[config.mk]
export PLATFORM = sky130hd
export DESIGN_NAME = lcd_text_scheduler
export DESIGN_NICKNAME = d
export VERILOG_FILES = /design/src/rtl/lcd_text_scheduler.sv
export SDC_FILE = /design/constraint.sdc
export NUM_CORES = 1
export LEC_CHECK = 0
export BUFFER_PORTS_ARGS = -buffer_cell sky130_fd_sc_hd__buf_2
export CAP_MARGIN = 10
export CORE_UTILIZATION = 45
export DETAILED_ROUTE_END_ITERATION = 6
export PLACE_DENSITY = 0.68
export SYNTH_ARGS = -nofsm -noshare
export SYNTH_HDL_FRONTEND = slang
export SYNTH_SLANG_ARGS = --single-unit
[constraint.sdc]
create_clock -name clk -period 2.8 [get_ports clk]
set_input_delay 0.28 -clock clk [delete_from_list [all_inputs] [get_ports clk]]
set_output_delay 0.28 -clock clk [all_outputs]
set_load 0.005 [all_outputs]
[src/rtl/lcd_text_scheduler.sv]
// lcd_text_scheduler: buffers UART bytes, runs the HD44780 power-up command
// sequence, then turns each byte into address/data writes for the LCD engine
// while tracking a 2-line cursor.
//
// Ports:
//   clk, rst             system clock, synchronous active-high reset
//   rx_data, rx_valid    byte strobe from the UART receiver
//   cmd_valid/ready      valid/ready handshake towards the LCD bus engine
//   cmd_rs, cmd_data     0 = instruction, 1 = character; byte to send
//   init_done            init command sequence finished
//   overflow             sticky, a byte was dropped on a full FIFO
//   fifo_count           bytes currently buffered
//   cursor_row/col       current cursor position
module lcd_text_scheduler #(
    parameter int unsigned FIFO_DEPTH = 16,
    parameter logic [19:0] INIT_WAIT  = 20'd750_000,
    parameter int unsigned COLS       = 16
) (
    input  logic                          clk,
    input  logic                          rst,
    input  logic [7:0]                    rx_data,
    input  logic                          rx_valid,
    output logic                          cmd_valid,
    input  logic                          cmd_ready,
    output logic                          cmd_rs,
    output logic [7:0]                    cmd_data,
    output logic                          init_done,
    output logic                          overflow,
    output logic [$clog2(FIFO_DEPTH):0]   fifo_count,
    output logic                          cursor_row,
    output logic [3:0]                    cursor_col
);

    localparam int unsigned AW      = $clog2(FIFO_DEPTH);
    localparam logic [AW:0] Full    = (AW+1)'(FIFO_DEPTH);
    localparam logic [3:0]  LastCol = 4'(COLS - 1);

    typedef enum logic [2:0] {
        StInitWait, StInitCmd, StIdle, StSetAddr, StWriteChar, StClear
    } state_e;

    state_e          state_q, state_d;
    logic [19:0]     wait_q, wait_d;
    logic [1:0]      init_idx_q, init_idx_d;
    logic            valid_q, valid_d;
    logic            rs_q, rs_d;
    logic [7:0]      data_q, data_d;
    logic            init_done_q, init_done_d;
    logic            ovf_q, ovf_d;
    logic            row_q, row_d;
    logic [3:0]      col_q, col_d;
    // Cursor position to commit on the final transfer of a sequence.
    logic            nrow_q, nrow_d;
    logic [3:0]      ncol_q, ncol_d;
    logic [7:0]      addr_q, addr_d;
    logic [7:0]      char_q, char_d;

    logic [7:0]      mem [FIFO_DEPTH];
    logic [AW-1:0]   wr_ptr_q, rd_ptr_q;
    logic [AW:0]     count_q;
    logic [7:0]      head;
    logic            empty, full, pop, push, xfer;
    logic            adv_row, dec_row;
    logic [3:0]      adv_col, dec_col;
    logic [7:0]      init_byte;

    assign head  = mem[rd_ptr_q];
    assign empty = (count_q == '0);
    assign full  = (count_q == Full);
    assign pop   = (state_q == StIdle) && !empty;
    // A pop in the same cycle frees a slot, so a full FIFO can still accept.
    assign push  = rx_valid && (!full || pop);
    assign xfer  = valid_q && cmd_ready;

    assign adv_col = (col_q == LastCol) ? 4'd0 : col_q + 4'd1;
    assign adv_row = (col_q == LastCol) ? ~row_q : row_q;
    assign dec_col = (col_q == 4'd0) ? LastCol : col_q - 4'd1;
    assign dec_row = (col_q == 4'd0) ? 1'b0 : row_q;

    always_comb begin
        unique case (init_idx_q)
            2'd0:    init_byte = 8'h38;
            2'd1:    init_byte = 8'h0C;
            2'd2:    init_byte = 8'h06;
            default: init_byte = 8'h01;
        endcase
    end

    always_comb begin
        state_d     = state_q;
        wait_d      = wait_q;
        init_idx_d  = init_idx_q;
        valid_d     = valid_q;
        rs_d        = rs_q;
        data_d      = data_q;
        init_done_d = init_done_q;
        ovf_d       = ovf_q | (rx_valid && full && !pop);
        row_d       = row_q;
        col_d       = col_q;
        nrow_d      = nrow_q;
        ncol_d      = ncol_q;
        addr_d      = addr_q;
        char_d      = char_q;

        unique case (state_q)
            StInitWait: begin
                if (wait_q == INIT_WAIT - 20'd1) state_d = StInitCmd;
                else                             wait_d  = wait_q + 20'd1;
            end
            StInitCmd: begin
                if (!valid_q) begin
                    valid_d = 1'b1;
                    rs_d    = 1'b0;
                    data_d  = init_byte;
                end else if (cmd_ready) begin
                    valid_d = 1'b0;
                    if (init_idx_q == 2'd3) begin
                        init_done_d = 1'b1;
                        state_d     = StIdle;
                    end else begin
                        init_idx_d = init_idx_q + 2'd1;
                    end
                end
            end
            StIdle: begin
                if (!empty) begin
                    if (head >= 8'h20 && head <= 8'h7E) begin
                        addr_d  = {1'b1, row_q, 2'b00, col_q};
                        char_d  = head;
                        nrow_d  = adv_row;
                        ncol_d  = adv_col;
                        state_d = StSetAddr;
                    end else if (head == 8'h0C) begin
                        nrow_d  = 1'b0;
                        ncol_d  = 4'd0;
                        state_d = StClear;
                    end else if (head == 8'h0D) begin
                        col_d = 4'd0;
                        row_d = ~row_q;
                    end else if (head == 8'h08 && (row_q || col_q != 4'd0)) begin
                        // Blank the previous cell and leave the cursor on it.
                        addr_d  = {1'b1, dec_row, 2'b00, dec_col};
                        char_d  = 8'h20;
                        nrow_d  = dec_row;
                        ncol_d  = dec_col;
                        state_d = StSetAddr;
                    end
                end
            end
            StSetAddr: begin
                if (!valid_q) begin
                    valid_d = 1'b1;
                    rs_d    = 1'b0;
                    data_d  = addr_q;
                end else if (cmd_ready) begin
                    valid_d = 1'b0;
                    state_d = StWriteChar;
                end
            end
            StWriteChar, StClear: begin
                if (!valid_q) begin
                    valid_d = 1'b1;
                    rs_d    = (state_q == StWriteChar);
                    data_d  = (state_q == StWriteChar) ? char_q : 8'h01;
                end else if (cmd_ready) begin
                    valid_d = 1'b0;
                    row_d   = nrow_q;
                    col_d   = ncol_q;
                    state_d = StIdle;
                end
            end
            default: state_d = StInitWait;
        endcase
    end

    always_ff @(posedge clk) begin
        if (rst) begin
            state_q     <= StInitWait;
            wait_q      <= '0;
            init_idx_q  <= '0;
            valid_q     <= 1'b0;
            rs_q        <= 1'b0;
            data_q      <= 8'h00;
            init_done_q <= 1'b0;
            ovf_q       <= 1'b0;
            row_q       <= 1'b0;
            col_q       <= 4'd0;
            nrow_q      <= 1'b0;
            ncol_q      <= 4'd0;
            addr_q      <= 8'h00;
            char_q      <= 8'h00;
            wr_ptr_q    <= '0;
            rd_ptr_q    <= '0;
            count_q     <= '0;
        end else begin
            state_q     <= state_d;
            wait_q      <= wait_d;
            init_idx_q  <= init_idx_d;
            valid_q     <= valid_d;
            rs_q        <= rs_d;
            data_q      <= data_d;
            init_done_q <= init_done_d;
            ovf_q       <= ovf_d;
            row_q       <= row_d;
            col_q       <= col_d;
            nrow_q      <= nrow_d;
            ncol_q      <= ncol_d;
            addr_q      <= addr_d;
            char_q      <= char_d;
            if (push) wr_ptr_q <= wr_ptr_q + 1'b1;
            if (pop)  rd_ptr_q <= rd_ptr_q + 1'b1;
            case ({push, pop})
                2'b10:   count_q <= count_q + 1'b1;
                2'b01:   count_q <= count_q - 1'b1;
                default: count_q <= count_q;
            endcase
        end
    end

    always_ff @(posedge clk) begin
        if (push) mem[wr_ptr_q] <= rx_data;
    end

    assign cmd_valid  = valid_q;
    assign cmd_rs     = rs_q;
    assign cmd_data   = data_q;
    assign init_done  = init_done_q;
    assign overflow   = ovf_q;
    assign fifo_count = count_q;
    assign cursor_row = row_q;
    assign cursor_col = col_q;

endmodule

==> flow_summary.toml <==
[finish]
fin_cells = 1072
syn_to_final_growth_pct = 20.1
diodes = 0
drive_gt1_share_pct = 27.3
nNetsFinal = 822
fillers = 1589

[power]
power.density_mw_per_mm2 = 669
ir_drop_v = 0.000446
power_leakage_nw = 3.90

[routing]
dr.first_iter.drc_count = 423
ant_nets = 0
route.detailed.drc = 0
wl_per_cell_um = 19.1
dr_total_vias = 5962
drt-pass1-iter-count = 5
via_per_inst = 5.56
wl_um = 20500

[worst_setup_path]
worst-path-buf-inv = 3
cp_data_required_time_ns = 3.16
crit_cells = 11
crit_top_cell = "buf_6"
reg2regPathDepth = 11
crit_fanout = 5
slowest_stage = "mux4_2"
worst_ep_arrival_time_ns = 3.17
critPathLaunchType = "flop"
cp_cell_sequence = "buf_6, mux4_2, mux2_4, a22oi_4, buf_6, nand4b_4, a211oi_4, buf_4, o21ai_4, a311oi_2, nor3_1"
critPathMaxStageDelay_ns = 0.50
cp-end-kind = "flop"
crit_family = "multiplexers"
crit_type = "reg2reg"

[clock_tree]
clock_sinks = 206
cts_buffers = 22
htreeDepth = 1
clkTransAtPathRegs_ns = 0.06
clockBufferDepth = 3
clk_latency_ns = 0.51
cts_root_buffer = "clkbuf_16"
cts_tree = "built"

[min_path]
hold_class = "in2reg"
worstHoldStart = "rx_valid"
min_path_cells = 3

[outcome]
status = "finished, violations left"
violations = "setup timing"

[timing]
fin_ws_ns = -0.00992
fmax_mhz = 356
drv_slew = 0
tightest_slew_ns = 1.03
period_share_pct = 100
maxSlewHeadroom_pct = 30.7
finalSetupViolCount = 2
fin_hold_ws_ns = 0.0843
hold_viol = 0
finClkSkew_ns = 0.0148
rsz0062_at_grt = "yes"
post-route-min-period_ns = 2.81

[yosys]
syn_inst = 696
netlist.top_cell.by_area = "edfxtp_1"
ys_top_cells_by_area = "edfxtp_1, dfxtp_1, mux4_1, nor2_1, mux4_2"
netlist.area_leader.share_pct = 42.6
synth_edf_count = 128
yosysSeqAreaShare_pct = 59.9
yosysUniqueCellTypes = 72
ys.flop_type = "edfxtp_1"
syn-num-nets = 725
yosys_warnings = 0
syn_area_per_cell_sq_um = 13.0
ys_ff_latch = 206
async_reset_ff_share_pct = 0
syn_area_sq_mm = 0.00902

[die]
die-width_um = 144
core-area_sq_mm = 0.0196
die_area_sq_mm = 0.0206
start_util_pct = 46.1
pin_count = 34
die_y_um = 144
row_count = 51

[placement]
dp.cells = 1018
place_congestion = 0.860
port_buffers = 33
dp_hpwl_um = 13700

[global_route]
grt_pass1_vias = 6121
track_usage_pct = 20.2
antenna_found_initial = 0
grt_start_max_net_pins = 40
grt_pass1_wl_um = 31800
grt.overflow.total = 0

[run]
maxCapViolations = 0
==> per-layer routing <==
layer | vias to the layer above | wire, um | GRT usage (%)
met4 | 0 | 547 | 6.89
met3 | 43 | 1020 | 3.03
met5 | - | 0 | 0
met1 | 2965 | 8750 | 25.3
met2 | 163 | 10200 | 35.5
li1 | 2791 | - | -
==> where the power goes <==
| part | leakage (nW) | internal [mW] | switching, mW |
|---|---|---|---|
| registers | 1.79 | 3.32 | 0.0786 |
| clock network | 0.344 | 1.68 | 1.14 |
| logic | 1.76 | 0.451 | 0.577 |
==> layout make-up <==
class	count	area (sq um)	share of cell area, %
Sequential cell	206	5410	50.0
Multi-Input combinational cell	435	3540	32.6
Timing Repair Buffer	103	756	6.97
Clock buffer	28	593	5.47
Tap cell	265	332	3.06
Clock inverter	10	111	1.03
Inverter	25	93.8	0.866
==> final timing paths <==
check                 to  slack, ns
max reg2reg       nrow_q      -0.01
max               nrow_q      -0.01
min reg2reg  cmd_data[0]       0.45
min             overflow       0.08
==> per-stage QoR <==
step	util [%]	instance area, sq um	setup WS (ns)	setup TNS [ns]	total power, mW
floorplan	-	9020	0.0713	0	4.06
global placement	50.0	9800	-0.0504	-0.182	4.33
detailed placement	50.0	9800	-0.150	-1.57	4.38
CTS	53.9	10600	-0.0188	-0.100	7.22
global route	55.3	10800	-0.140	-1.10	7.52
finish	55.3	10800	-0.00992	-0.0198	7.25
==> registers in the layout, summed over array words and instances (netlist names), 2 cells and up, named ones only <==
name	cells
cmd_data	8
addr_q	6
init_idx_q	2
fifo_count	5
state_q	3
wr_ptr_q	4
ncol_q	4
wait_q	20
cursor_col	4
mem	128
rd_ptr_q	4
char_q	8
==> tightest hold or removal path, delay by kind of cell <==
kind	cells	cell delay [ns]
buffers and inverters	1	0.10
AO/OA/AOI/OAI	1	0.10
AND/OR/NAND/NOR	1	0.07
==> what timing repair did <==
| item | 4_1_cts | 5_1_grt |
|---|---|---|
| gates cloned | 0 | 2 |
| endpoints found under the hold margin | 0 | 0 |
| endpoints found under the setup margin | 21 | 27 |
| hold buffers | 0 | 0 |
| setup buffers | 2 | 12 |
| pin swaps | 3 | 23 |
| resized for setup | 9 | 47 |
==> logic make-up after synthesis <==
logic type | count (synthesis) | share of synthesized area [%]
AND/OR/NAND/NOR | 235 | 13.0
flip-flops | 206 | 59.9
AO/OA/AOI/OAI | 97 | 7.92
buffers and inverters | 57 | 3.05
multiplexers | 53 | 10.7
XOR/XNOR | 31 | 3.01
adder cells (fa/ha/maj) | 17 | 2.44
==> cells in the mapped netlist, types with 3 or more instances <==
master / instances
edfxtp_1: 128
nor2_1: 80
dfxtp_1: 78
nand2_1: 45
a21oi_1: 34
inv_1: 24
nand3_1: 24
xor2_1: 22
mux2i_1: 19
mux4_1: 17
ha_1: 16
clkbuf_1: 15
nor3_1: 14
mux4_2: 12
nand4_1: 10
nor2b_1: 10
o21ai_0: 10
xnor2_1: 9
and3_1: 8
nand2b_1: 8
nor2_2: 7
buf_2: 6
a221oi_1: 5
buf_1: 5
buf_6: 5
mux2_2: 5
nor4_1: 5
a22oi_1: 4
a22oi_2: 4
a21oi_2: 3
and2_1: 3
nand2_2: 3
nor3_2: 3
o31ai_1: 3
or3_1: 3
==> layout by cell type, fill, tap and decap left out, types with 4 or more instances in the layout <==
master     Yosys  final
mux2i_1       19     16
mux4_1        17     11
and3_1         8      7
nor2_2         7      7
a21oi_1       34     33
nor2b_1       10      9
ha_1          16     15
nand2_1       45     45
clkbuf_16      0     22
clkbuf_1      15      4
dfxtp_1       78     75
xor2_1        22     22
nor4_1         5      4
clkinv_2       0      4
buf_6          5      4
a21oi_2        3      4
buf_4          0     62
nand4_1       10     10
xnor2_1        9      9
nor3_1        14     12
nor3_2         3      4
mux4_2        12     18
o21ai_0       10      9
buf_12         1      4
nand3_1       24     23
inv_1         24     24
buf_2          6     33
edfxtp_1     128    128
nand2b_1       8      8
nor2_1        80     79
a22oi_2        4      6
No activity file was read; power rests on OpenSTA's default activity.
